`config.mk`:
```
export PLATFORM = sky130hd
export DESIGN_NAME = control_unit
export DESIGN_NICKNAME = d
export VERILOG_FILES = /design/src/rtl/cpu_ctrl_pkg.sv /design/src/rtl/ctrl_decode.sv /design/src/rtl/control_unit.sv
export SDC_FILE = /design/constraint.sdc
export NUM_CORES = 1
export LEC_CHECK = 0
export ABC_AREA = 1
export CAP_MARGIN = 10
export CORE_MARGIN = 4
export CORE_UTILIZATION = 30
export DETAILED_ROUTE_END_ITERATION = 7
export PLACE_DENSITY = 0.68
export SETUP_SLACK_MARGIN = 0.3
export SLEW_MARGIN = 20
export SYNTH_ARGS = -nofsm -noshare
export SYNTH_HDL_FRONTEND = slang
export SYNTH_SLANG_ARGS = --single-unit
```
`constraint.sdc`:
```
create_clock -name clock -period 3 [get_ports clock]
set_input_delay 0.6 -clock clock [delete_from_list [all_inputs] [get_ports clock]]
set_output_delay 0.6 -clock clock [all_outputs]
set_load 0.01 [all_outputs]
```
`src/rtl/cpu_ctrl_pkg.sv`:
```
// Shared definitions for the hardwired CPU control unit: opcodes, ALU
// codes, state encoding, the control-word struct and an opcode classifier.
package cpu_ctrl_pkg;

  // Opcodes (IR[31:27])
  localparam logic [4:0] OP_LD   = 5'b00000;
  localparam logic [4:0] OP_LDI  = 5'b00001;
  localparam logic [4:0] OP_ST   = 5'b00010;
  localparam logic [4:0] OP_ADD  = 5'b00011;
  localparam logic [4:0] OP_SUB  = 5'b00100;
  localparam logic [4:0] OP_AND  = 5'b00101;
  localparam logic [4:0] OP_OR   = 5'b00110;
  localparam logic [4:0] OP_ADDI = 5'b01100;
  localparam logic [4:0] OP_BR   = 5'b10010;
  localparam logic [4:0] OP_JR   = 5'b10011;
  localparam logic [4:0] OP_JAL  = 5'b10100;
  localparam logic [4:0] OP_IN   = 5'b10101;
  localparam logic [4:0] OP_OUT  = 5'b10110;
  localparam logic [4:0] OP_NOP  = 5'b11001;
  localparam logic [4:0] OP_HALT = 5'b11010;

  // ALU operation codes
  localparam logic [4:0] ALU_NONE = 5'b00000;
  localparam logic [4:0] ALU_ADD  = 5'b00011;
  localparam logic [4:0] ALU_INC  = 5'b11111;

  // Control-step states; T0..T7 are numbered by step so a state value is
  // also the step index within the current instruction.
  localparam logic [3:0] ST_T0   = 4'd0;
  localparam logic [3:0] ST_T1   = 4'd1;
  localparam logic [3:0] ST_T2   = 4'd2;
  localparam logic [3:0] ST_T3   = 4'd3;
  localparam logic [3:0] ST_T4   = 4'd4;
  localparam logic [3:0] ST_T5   = 4'd5;
  localparam logic [3:0] ST_T6   = 4'd6;
  localparam logic [3:0] ST_T7   = 4'd7;
  localparam logic [3:0] ST_HALT = 4'd8;

  // Instruction classes: opcodes sharing one execute sequence
  typedef enum logic [3:0] {
    K_NOP, K_ALU, K_ADDI, K_LDI, K_LD, K_ST,
    K_JAL, K_JR, K_BR, K_IN, K_OUT, K_HALT
  } kind_t;

  // One complete DataPath control word
  typedef struct packed {
    logic       hi_in;
    logic       lo_in;
    logic       z_in;
    logic       pc_in;
    logic       mdr_in;
    logic       mar_in;
    logic       y_in;
    logic       oport_in;
    logic       ir_in;
    logic       hi_out;
    logic       lo_out;
    logic       zhi_out;
    logic       zlo_out;
    logic       pc_out;
    logic       mdr_out;
    logic       iport_out;
    logic       c_out;
    logic       gra;
    logic       grb;
    logic       grc;
    logic       r_in;
    logic       r_out;
    logic       ba_out;
    logic       con_in;
    logic       mem_read;
    logic       mem_write;
    logic [4:0] alu_code;
  } ctrl_t;

  // Undefined opcodes fall into K_NOP so they execute as a nop.
  function automatic kind_t kind_of(input logic [4:0] opcode);
    case (opcode)
      OP_ADD, OP_SUB, OP_AND, OP_OR: kind_of = K_ALU;
      OP_ADDI:                       kind_of = K_ADDI;
      OP_LDI:                        kind_of = K_LDI;
      OP_LD:                         kind_of = K_LD;
      OP_ST:                         kind_of = K_ST;
      OP_JAL:                        kind_of = K_JAL;
      OP_JR:                         kind_of = K_JR;
      OP_BR:                         kind_of = K_BR;
      OP_IN:                         kind_of = K_IN;
      OP_OUT:                        kind_of = K_OUT;
      OP_HALT:                       kind_of = K_HALT;
      default:                       kind_of = K_NOP;
    endcase
  endfunction

endpackage

```
`src/rtl/ctrl_decode.sv`:
```
// Moore output decoder: maps (state, opcode) to the DataPath control word.
// ConOut only steers the conditional PC load in the branch write-back step.
module ctrl_decode
  import cpu_ctrl_pkg::*;
(
  input  logic [3:0] state,
  input  logic [4:0] opcode,
  input  logic       con_out,
  output ctrl_t      ctrl
);

  kind_t kind;
  assign kind = kind_of(opcode);

  // Decode the control word for the current step; anything not named is 0
  always_comb begin
    ctrl = '0;
    case (state)
      ST_T0: begin
        ctrl.pc_out   = 1'b1;
        ctrl.mar_in   = 1'b1;
        ctrl.z_in     = 1'b1;
        ctrl.alu_code = ALU_INC;
      end
      ST_T1: begin
        ctrl.zlo_out  = 1'b1;
        ctrl.pc_in    = 1'b1;
        ctrl.mem_read = 1'b1;
        ctrl.mdr_in   = 1'b1;
      end
      ST_T2: begin
        ctrl.mdr_out = 1'b1;
        ctrl.ir_in   = 1'b1;
      end
      ST_T3: begin
        case (kind)
          K_ALU, K_ADDI: begin
            ctrl.grb   = 1'b1;
            ctrl.r_out = 1'b1;
            ctrl.y_in  = 1'b1;
          end
          K_LDI, K_LD, K_ST: begin
            ctrl.grb    = 1'b1;
            ctrl.ba_out = 1'b1;
            ctrl.y_in   = 1'b1;
          end
          K_JAL: begin
            ctrl.grb    = 1'b1;
            ctrl.r_in   = 1'b1;
            ctrl.pc_out = 1'b1;
          end
          K_JR: begin
            ctrl.gra   = 1'b1;
            ctrl.r_out = 1'b1;
            ctrl.pc_in = 1'b1;
          end
          K_BR: begin
            ctrl.gra    = 1'b1;
            ctrl.r_out  = 1'b1;
            ctrl.con_in = 1'b1;
          end
          K_IN: begin
            ctrl.iport_out = 1'b1;
            ctrl.gra       = 1'b1;
            ctrl.r_in      = 1'b1;
          end
          K_OUT: begin
            ctrl.gra      = 1'b1;
            ctrl.r_out    = 1'b1;
            ctrl.oport_in = 1'b1;
          end
          default: ;
        endcase
      end
      ST_T4: begin
        case (kind)
          K_ALU: begin
            ctrl.grc      = 1'b1;
            ctrl.r_out    = 1'b1;
            ctrl.z_in     = 1'b1;
            ctrl.alu_code = opcode;
          end
          K_ADDI, K_LDI, K_LD, K_ST: begin
            ctrl.c_out    = 1'b1;
            ctrl.z_in     = 1'b1;
            ctrl.alu_code = ALU_ADD;
          end
          K_JAL: begin
            ctrl.gra   = 1'b1;
            ctrl.r_out = 1'b1;
            ctrl.pc_in = 1'b1;
          end
          K_BR: begin
            ctrl.pc_out = 1'b1;
            ctrl.y_in   = 1'b1;
          end
          default: ;
        endcase
      end
      ST_T5: begin
        case (kind)
          K_ALU, K_ADDI, K_LDI: begin
            ctrl.zlo_out = 1'b1;
            ctrl.gra     = 1'b1;
            ctrl.r_in    = 1'b1;
          end
          K_LD, K_ST: begin
            ctrl.zlo_out = 1'b1;
            ctrl.mar_in  = 1'b1;
          end
          K_BR: begin
            ctrl.c_out    = 1'b1;
            ctrl.z_in     = 1'b1;
            ctrl.alu_code = ALU_ADD;
          end
          default: ;
        endcase
      end
      ST_T6: begin
        case (kind)
          K_LD: begin
            ctrl.mem_read = 1'b1;
            ctrl.mdr_in   = 1'b1;
          end
          K_ST: begin
            ctrl.gra    = 1'b1;
            ctrl.r_out  = 1'b1;
            ctrl.mdr_in = 1'b1;
          end
          K_BR: begin
            ctrl.zlo_out = 1'b1;
            ctrl.pc_in   = con_out;
          end
          default: ;
        endcase
      end
      ST_T7: begin
        case (kind)
          K_LD: begin
            ctrl.mdr_out = 1'b1;
            ctrl.gra     = 1'b1;
            ctrl.r_in    = 1'b1;
          end
          K_ST: ctrl.mem_write = 1'b1;
          default: ;
        endcase
      end
      default: ;
    endcase
  end

endmodule

```
`src/rtl/control_unit.sv`:
```
// Hardwired control unit: step-state register and next-state sequencing.
// Control outputs come from ctrl_decode and are forced to 0 while clear is
// high, so a clear aborts even a memwrite already being presented.
// state is a debug view of the step register.
module control_unit
  import cpu_ctrl_pkg::*;
(
  input  logic        clock,
  input  logic        clear,
  input  logic [31:0] IR,
  input  logic        ConOut,
  output logic        HiIn,
  output logic        LoIn,
  output logic        ZIn,
  output logic        PCIn,
  output logic        MDRIn,
  output logic        MARIn,
  output logic        YIn,
  output logic        OPortIn,
  output logic        IRIn,
  output logic        HiOut,
  output logic        LoOut,
  output logic        ZHiOut,
  output logic        ZLoOut,
  output logic        PCOut,
  output logic        MDROut,
  output logic        IPortOut,
  output logic        COut,
  output logic        Gra,
  output logic        Grb,
  output logic        Grc,
  output logic        RIn,
  output logic        ROut,
  output logic        BAOut,
  output logic        Conin,
  output logic        memread,
  output logic        memwrite,
  output logic [4:0]  ALUCode,
  output logic        run,
  output logic [3:0]  state
);

  logic [3:0] state_q;
  logic [3:0] state_d;
  logic [4:0] opcode;
  kind_t      kind;
  ctrl_t      dec;
  ctrl_t      ctrl;
  logic       unused_ir;

  assign opcode    = IR[31:27];
  assign kind      = kind_of(opcode);
  assign unused_ir = ^IR[26:0];

  ctrl_decode u_decode (
    .state   (state_q),
    .opcode  (opcode),
    .con_out (ConOut),
    .ctrl    (dec)
  );

  // Step register; clear returns to the fetch step from any state
  always_ff @(posedge clock) begin
    if (clear) state_q <= ST_T0;
    else       state_q <= state_d;
  end

  // Next step: fetch is common, then each class leaves for T0 at its last step
  always_comb begin
    state_d = ST_T0;
    case (state_q)
      ST_T0: state_d = ST_T1;
      ST_T1: state_d = ST_T2;
      ST_T2: state_d = ST_T3;
      ST_T3: begin
        case (kind)
          K_HALT:                   state_d = ST_HALT;
          K_NOP, K_IN, K_OUT, K_JR: state_d = ST_T0;
          default:                  state_d = ST_T4;
        endcase
      end
      ST_T4:   state_d = (kind == K_JAL) ? ST_T0 : ST_T5;
      ST_T5: begin
        if (kind == K_ALU || kind == K_ADDI || kind == K_LDI) state_d = ST_T0;
        else                                                  state_d = ST_T6;
      end
      ST_T6:   state_d = (kind == K_BR) ? ST_T0 : ST_T7;
      ST_T7:   state_d = ST_T0;
      ST_HALT: state_d = ST_HALT;
      default: state_d = ST_T0;
    endcase
  end

  // Suppress every control during the clear cycle
  always_comb begin
    ctrl = dec;
    if (clear) ctrl = '0;
  end

  assign HiIn     = ctrl.hi_in;
  assign LoIn     = ctrl.lo_in;
  assign ZIn      = ctrl.z_in;
  assign PCIn     = ctrl.pc_in;
  assign MDRIn    = ctrl.mdr_in;
  assign MARIn    = ctrl.mar_in;
  assign YIn      = ctrl.y_in;
  assign OPortIn  = ctrl.oport_in;
  assign IRIn     = ctrl.ir_in;
  assign HiOut    = ctrl.hi_out;
  assign LoOut    = ctrl.lo_out;
  assign ZHiOut   = ctrl.zhi_out;
  assign ZLoOut   = ctrl.zlo_out;
  assign PCOut    = ctrl.pc_out;
  assign MDROut   = ctrl.mdr_out;
  assign IPortOut = ctrl.iport_out;
  assign COut     = ctrl.c_out;
  assign Gra      = ctrl.gra;
  assign Grb      = ctrl.grb;
  assign Grc      = ctrl.grc;
  assign RIn      = ctrl.r_in;
  assign ROut     = ctrl.r_out;
  assign BAOut    = ctrl.ba_out;
  assign Conin    = ctrl.con_in;
  assign memread  = ctrl.mem_read;
  assign memwrite = ctrl.mem_write;
  assign ALUCode  = ctrl.alu_code;

  assign run   = (state_q != ST_HALT);
  assign state = state_q;

endmodule
```
# Word level (Yosys, flattened, before mapping)
# Memories as Yosys holds them, arrays and structs flattened.
# Index checks and enable logic that the tools add are counted.
[op_classes]
n_eq_ne = 28
mux = 48
reduce_logical = 15
[op_table]
columns = ["cell", "count"]
rows = [
  ["equality test 4 x 3 -> 1 bit, second input constant", 10],
  ["equality test 4 bit, second input constant", 8],
  ["one-hot mux 4 bit (8 select lines)", 1],
  ["2-to-1 mux 29 bit", 1],
  ["2-to-1 mux 1 bit", 25],
  ["equality test 4 x 2 -> 1 bit, second input constant", 6],
  ["one-hot mux 1 bit (3 select lines)", 5],
  ["one-hot mux 5 bit (3 select lines)", 1],
  ["equality test 4 x 1 -> 1 bit, second input constant", 3],
  ["one-hot mux 1 bit (2 select lines)", 6],
  ["OR reduction 4 bit", 3],
  ["one-hot mux 5 bit (2 select lines)", 1],
  ["OR reduction 5 bit", 2],
  ["2-to-1 mux 3 bit", 3],
  ["zero test 4 bit", 2],
  ["one-hot mux 4 bit (2 select lines)", 1],
  ["OR reduction 2 bit", 3],
  ["OR reduction 3 bit", 2],
  ["OR reduction 6 bit", 1],
  ["one-hot mux 1 bit (5 select lines)", 1],
  ["2-to-1 mux 2 bit", 2],
  ["inequality test 4 bit, second input constant", 1],
  ["one-hot mux 1 bit (4 select lines)", 1],
  ["logical OR 1 bit", 2],
]
[word_totals]
reg_bits = 4
mem_bits_ro = 256
inputBits = 35
output_inout_bits = 36
wordCells = 94
mem_count = 2
[memory_table]
columns = ["name", "depth", "width", "read_ports", "rd_clocked_by_memory_dff", "write_ports", "line", "source"]
rows = [
  ["(name not given)", 32, 4, 1, 0, 0, "cpu_ctrl_pkg.sv:78", "case (opcode)"],
  ["(name not given)", 32, 4, 1, 0, 0, "cpu_ctrl_pkg.sv:78", ""],
]

# Depth between registers and ports, before layout
# An unclocked memory read counts as a cell.
[depth]
word_depth = 6
depth_mapped = 15

# Modules after synthesis
# Synthesis repeated with hierarchy kept, for this count alone.
[unflattened]
hier_cells = 345
area_unflattened_um2 = 1706.6
[by_module_without_submodules]
columns = ["module", "instances", "cells_each", "area_per_inst_um2"]
rows = [
  ["control_unit", 1, 179, 867.1],
  ["ctrl_decode", 1, 166, 839.6],
]

# Worst setup path after synthesis
# OpenSTA, ideal clock, no wires.
[synth_path]
kind = "in2out"
from = "in IR[27]"
to = "out YIn"
t_arrival_ps = 2053
t_required_ps = 2400
slack_ps = 347
cell_stages = 12
path_cell_list = "inv_1 > ha_1 > nand2_1 > nand2_1 > nand2_2 > nor2_4 > nand2_2 > nor2_2 > nand2_2 > inv_2 > nand2_1 > o21ai_0"
[synth_via]
elab_chain_len = 6
elab_cells_between_ends = 12
[synth_lines]
columns = ["element", "line", "source"]
rows = [
  ["start, declared", "control_unit.sv:10", "input logic [31:0] IR,"],
  ["memory (32 x 4 bit) (*)", "-", ""],
  ["equality test 4 x 1 -> 1 bit, or another cell as far along", "ctrl_decode.sv:36", "case (kind)"],
  ["OR reduction 5 bit (no line)", "-", ""],
  ["2-to-1 mux 1 bit", "ctrl_decode.sv:36", ""],
  ["one-hot mux 1 bit (2 select lines) (*)", "ctrl_decode.sv:18", "case (state)"],
  ["2-to-1 mux 29 bit (*)", "control_unit.sv:97", "if (clear) ctrl = '0;"],
  ["end, declared", "control_unit.sv:18", "output logic YIn,"],
]
# Every way passes the cells marked *; elsewhere a longest branch is shown, timed or not.

# Worst setup path after layout
[layout_path]
from = "in IR[27]"
to = "out Gra"
[layout_via]
elab_chain_len = 6
elab_cells_between_ends = 20
[layout_lines]
columns = ["element", "line", "source"]
rows = [
  ["memory (32 x 4 bit) (*)", "-", ""],
  ["equality test 4 bit, or another cell as far along", "ctrl_decode.sv:36", ""],
  ["OR reduction 4 bit (no line) or OR reduction 3 bit (tied branches)", "-", ""],
  ["2-to-1 mux 1 bit (on tied branches)", "ctrl_decode.sv:36, ctrl_decode.sv:101", ""],
  ["one-hot mux 1 bit (5 select lines) (*)", "ctrl_decode.sv:18", ""],
  ["2-to-1 mux 29 bit (*)", "control_unit.sv:97", ""],
  ["end, declared", "control_unit.sv:29", "output logic Gra,"],
]
# Marks and branches as above.

==> results summary <==
The number of inserted diodes came out at 0. The aggregate routed wire length is 5.193 mm. The type of origin of the critical path is a primary input.

The cell sitting at the root of the clock tree is a clkbuf_8. The sequential element share of the synthesized area is around 7.0%. The die covers ~4900 um2.

At the worst endpoint, the arrival time is about 2.3 ns. The maximum fanout encountered on the critical timing path is 4. The number of warnings printed during yosys synthesis came out at 0.

After global routing the overflow that remains totals 0. In this run the critical register-to-register path is launched from state[1]$_SDFF_PP0_. The detailed-route DRC error count is 0.

The internal power summed over all cells came out at roughly 0.3 mW. The clock network fraction of total power is between 20% and 30%. The number of flip-flops under the largest register name is 4. The proportion of power drawn by flip-flops and latches is approximately an eighth. The mux cell area share after synthesis is 0%. CTS saw 4 sinks. Setup violations remaining at the end of the flow were counted as 0. The number of pins exceeding their max-slew limit in the final report came out at 0.

The number of H-tree branching levels came out at 1. The number of filler cells placed in the layout is a little over 300. The non-filler instance count after layout came out at approximately 350. The cell occurring most often along the worst timing path is nand2_2. In this run the remaining antenna-violating nets after routing total 0. The mapped cell area is roughly 1100 um2.

The wire-length estimate of the detail-placed layout is slightly below 3 mm. The region available for standard cell placement spans around 3700 um2. Across the routed clock network, the largest skew measured is approximately 0.00014 ns. The clock passes through at most 2 buffers. The share of the clock period used by the worst path is 96.61%.

The path with the worst hold slack has its endpoint at state[3]$_SDFF_PP0_. The initial core utilization is a little under a third. The count of placed standard cells including taps came out at roughly 330.

The complex-gate fraction of the synthesized area came out at around 16%. STA classifies the critical path endpoint as an output pin. The max-cap violation count is 0. The post-synthesis share of cell area spent on and, or, nand and nor gates came out at 54.82%. Net switching is between 40 and 50% of the power. The post-route netlist has 51.83% of its cells at a drive strength greater than 1. The flop-to-flop setup slack is approximately 1.4 ns.

The number of optimization iterations in the first detailed-route pass came out at 4. The via count of the first global-routing pass is 1724. TritonCTS created 3 clock buffers. Counting flops and latches in the post-synthesis netlist gives 4.

At the pin with the least slew margin, the transition time is roughly 0.61 ns. The post-detailed-route via-to-cell ratio came out at ~5.1. The number of vias after detailed routing is 1790.

Buffers placed on the I/O ports in this run total 38. The run finished with clean final reports. The count of endpoints failing hold in the final timing report is 0.

The worst flop-to-flop path endpoint is state[2]$_SDFF_PP0_. The horizontal die dimension came out at approximately 70 um. After the first detailed-routing iteration, the DRC count stood at 140. Each instance of the synthesized netlist takes up on average 5.357 um2. The startpoint-to-endpoint class of the critical path is in -> out. The number of antenna violations at the first check in global routing is 0.

Global routing used between 15 and 20% of the available tracks. The worst min-delay path category is reg -> reg. In the layout the commonest cells are 41 x buf_4, 35 x nand2_1, 33 x nor2_1, 24 x buf_2, 20 x inv_1.

The worst vdd rail ir drop came out at roughly 0.14 mV. The CTS tree is built. Based on the critical path, the design can be clocked at up to ~0.35 GHz. The placement-stage cell area came out at between 1500 and 2000 um2. The wire length of the first global-routing pass came out at approximately 8.0 mm. Walking the worst path, the cells encountered are buf_8 -> inv_6 -> ha_4 -> nand2_2 -> nand2_2 -> nand2_4 -> nor2_4 -> buf_4 -> nor2_4 -> buf_6 -> nand4_1 -> nand2_2 -> nor2_1 -> a21oi_1 -> buf_2. The startpoint of the worst hold path is state[3]$_SDFF_PP0_.

After clock tree synthesis, the clock-pin slew on the worst setup and hold paths is 0.03 ns. The buffer and inverter count on the worst path is 5. The post-synthesis adder-cell area fraction came out at under 10%. The final routed wire length divided by cell count came out at roughly 15 um. The number of cells on the worst reg-to-reg path is 8. Timing analysis after detailed placement gives a worst setup slack of -0.6770 ns.

During I/O placement, the number of pins put on the boundary was 71. The total net switching power came out at between 0.2 and 0.25 mW. The dominant combinational cell family by area after synthesis is simple AND/OR/NAND/NOR gates. The cell with the largest stage delay on the worst path is ha_4. The worst hold-check slack is roughly 0.6 ns. In this run the tightest slew margin relative to its limit is between 50% and 60%. Entering global routing, the biggest net connects 16 pins. The worst hold path stage count is 4. The number of cells produced by synthesis came out at 213. The congestion estimate from routability-driven global placement came to 0.8926. The gate family responsible for the most delay along the worst path is simple AND/OR/NAND/NOR gates. The final layout contains between 300 and 400 nets.

For this design the static power due to leakage is ~1.1 nW. The power density normalized to cell area is between 200 and 250 nW/um2. In this run, distinct cell masters in the synthesized netlist total 28. The post-synthesis share of cell area spent on xor and xnor gates came out at 0%.

The setup slack of the critical path after layout came out at around 0.10 ns. The clock reaches the later pin of the worst-skew pair after around 0.22 ns. The endpoint required time on the critical path came out at around 2.4 ns. The layout overhead on the synthesized area came out at 94.08%.

Cells fill between 60% and 70% of the core in the end. The library cell used most frequently in the layout, excluding fill and tap cells, is buf_4. The largest stage delay on the critical path came out at around 0.16 ns.

The cell area after layout came out at 2215 um2. Setup repair after global routing could not meet its margin everywhere. The floorplan die height came out at approximately 70 um. The number of rows created at floorplan is 22.

The final critical-path required period is between 2 and 3 ns. The portion of total power attributed to combinational logic is approximately two thirds.
[how the worst max path moves through the flow]
stage / startpoint / end / slack (ns) / depth (start not counted)
4_1_cts: IR[28] / PCIn / 0.19 / 18
5_1_grt: IR[27] / ROut / -0.004 / 15
3_3_place_gp: IR[28] / Gra / -0.69 / 16
2_1_floorplan: IR[27] / YIn / 0.35 / 12
3_5_place_dp: IR[28] / Gra / -0.68 / 16
6_report: IR[27] / Gra / 0.10 / 15
[stage by stage]
step           setup TNS (ns)  total power [mW]
6_report                    0            0.5365
5_1_grt             -0.005069            0.5701
4_1_cts                     0            0.4887
3_5_place_dp           -14.30            0.3397
3_3_place_gp           -14.05            0.3393
2_1_floorplan               0            0.2166
[worst register-to-register path: cells and delay by family, from the launching register on]
| family | cells | cell delay, ns |
|---|---|---|
| flops | 1 | 0.36 |
| simple gates | 6 | 0.90 |
| buf+inv | 2 | 0.30 |
[cells by family (layout without fill, tap and decap cells)]
group | Yosys count | in the layout
flip-flops | 4 | 4
adder cells (fa/ha/maj) | 6 | 6
AO/OA/AOI/OAI | 28 | 28
other | 1 | 5
AND/OR/NAND/NOR | 137 | 138
buffers and inverters | 37 | 120
[per-layer routing]
| layer | part of all wire (%) | wire length [um] | up-vias | GRT usage (%) |
|---|---|---|---|---|
| met5 | 0 | 0 | - | 0 |
| met4 | 3.7 | 193 | 0 | 8.511 |
| met3 | 8.5 | 442 | 26 | 4.348 |
| met2 | 48 | 2473 | 106 | 32.20 |
| met1 | 40 | 2084 | 806 | 24.59 |
| li1 | - | - | 852 | - |
[layout make-up]
type / count / area [um2] / area share (%)
Multi-Input combinational cell: 177 / 1197 / 54.07
Timing Repair Buffer: 90 / 721.9 / 32.60
Inverter: 27 / 113.9 / 5.141
Sequential cell: 4 / 80.08 / 3.616
Tap cell: 48 / 60.06 / 2.712
Clock buffer: 3 / 41.29 / 1.864
[synthesized netlist by cell type (all sizes together)]
cell type / instances / area, um2
o211ai: 1 / 7.510
nand3: 22 / 130.1
nand4: 5 / 31.28
a21oi: 16 / 98.85
clkbuf: 2 / 7.510
inv: 27 / 101.3
dfxtp: 4 / 80.08
conb: 1 / 3.750
o21ai: 9 / 60.06
nor3: 3 / 15.01
buf: 8 / 67.56
nor2: 43 / 188.9
ha: 6 / 75.07
and3: 1 / 6.260
nand2: 63 / 254.0
o31ai: 1 / 7.510
a31oi: 1 / 6.260
[repair_timing]
action                     in CTS  in global routing
pin swaps                      24                 27
setup buffers                  10                  9
setup endpoints to repair      24                 24
cloned                          1                  0
gates resized for setup       166                 40
hold buffers                    0                  0
[power groups by stage]
stage                     Combinational [mW]  Sequential (mW)  Clock [mW]
after floorplan                        0.152           0.0646           0
after global placement                 0.275           0.0640           0
after detailed placement               0.276           0.0639           0
after CTS                              0.309           0.0632       0.117
after global routing                   0.389           0.0642       0.117
final                                  0.360           0.0632       0.113
Note: power is estimated with default switching activity, not from simulation.
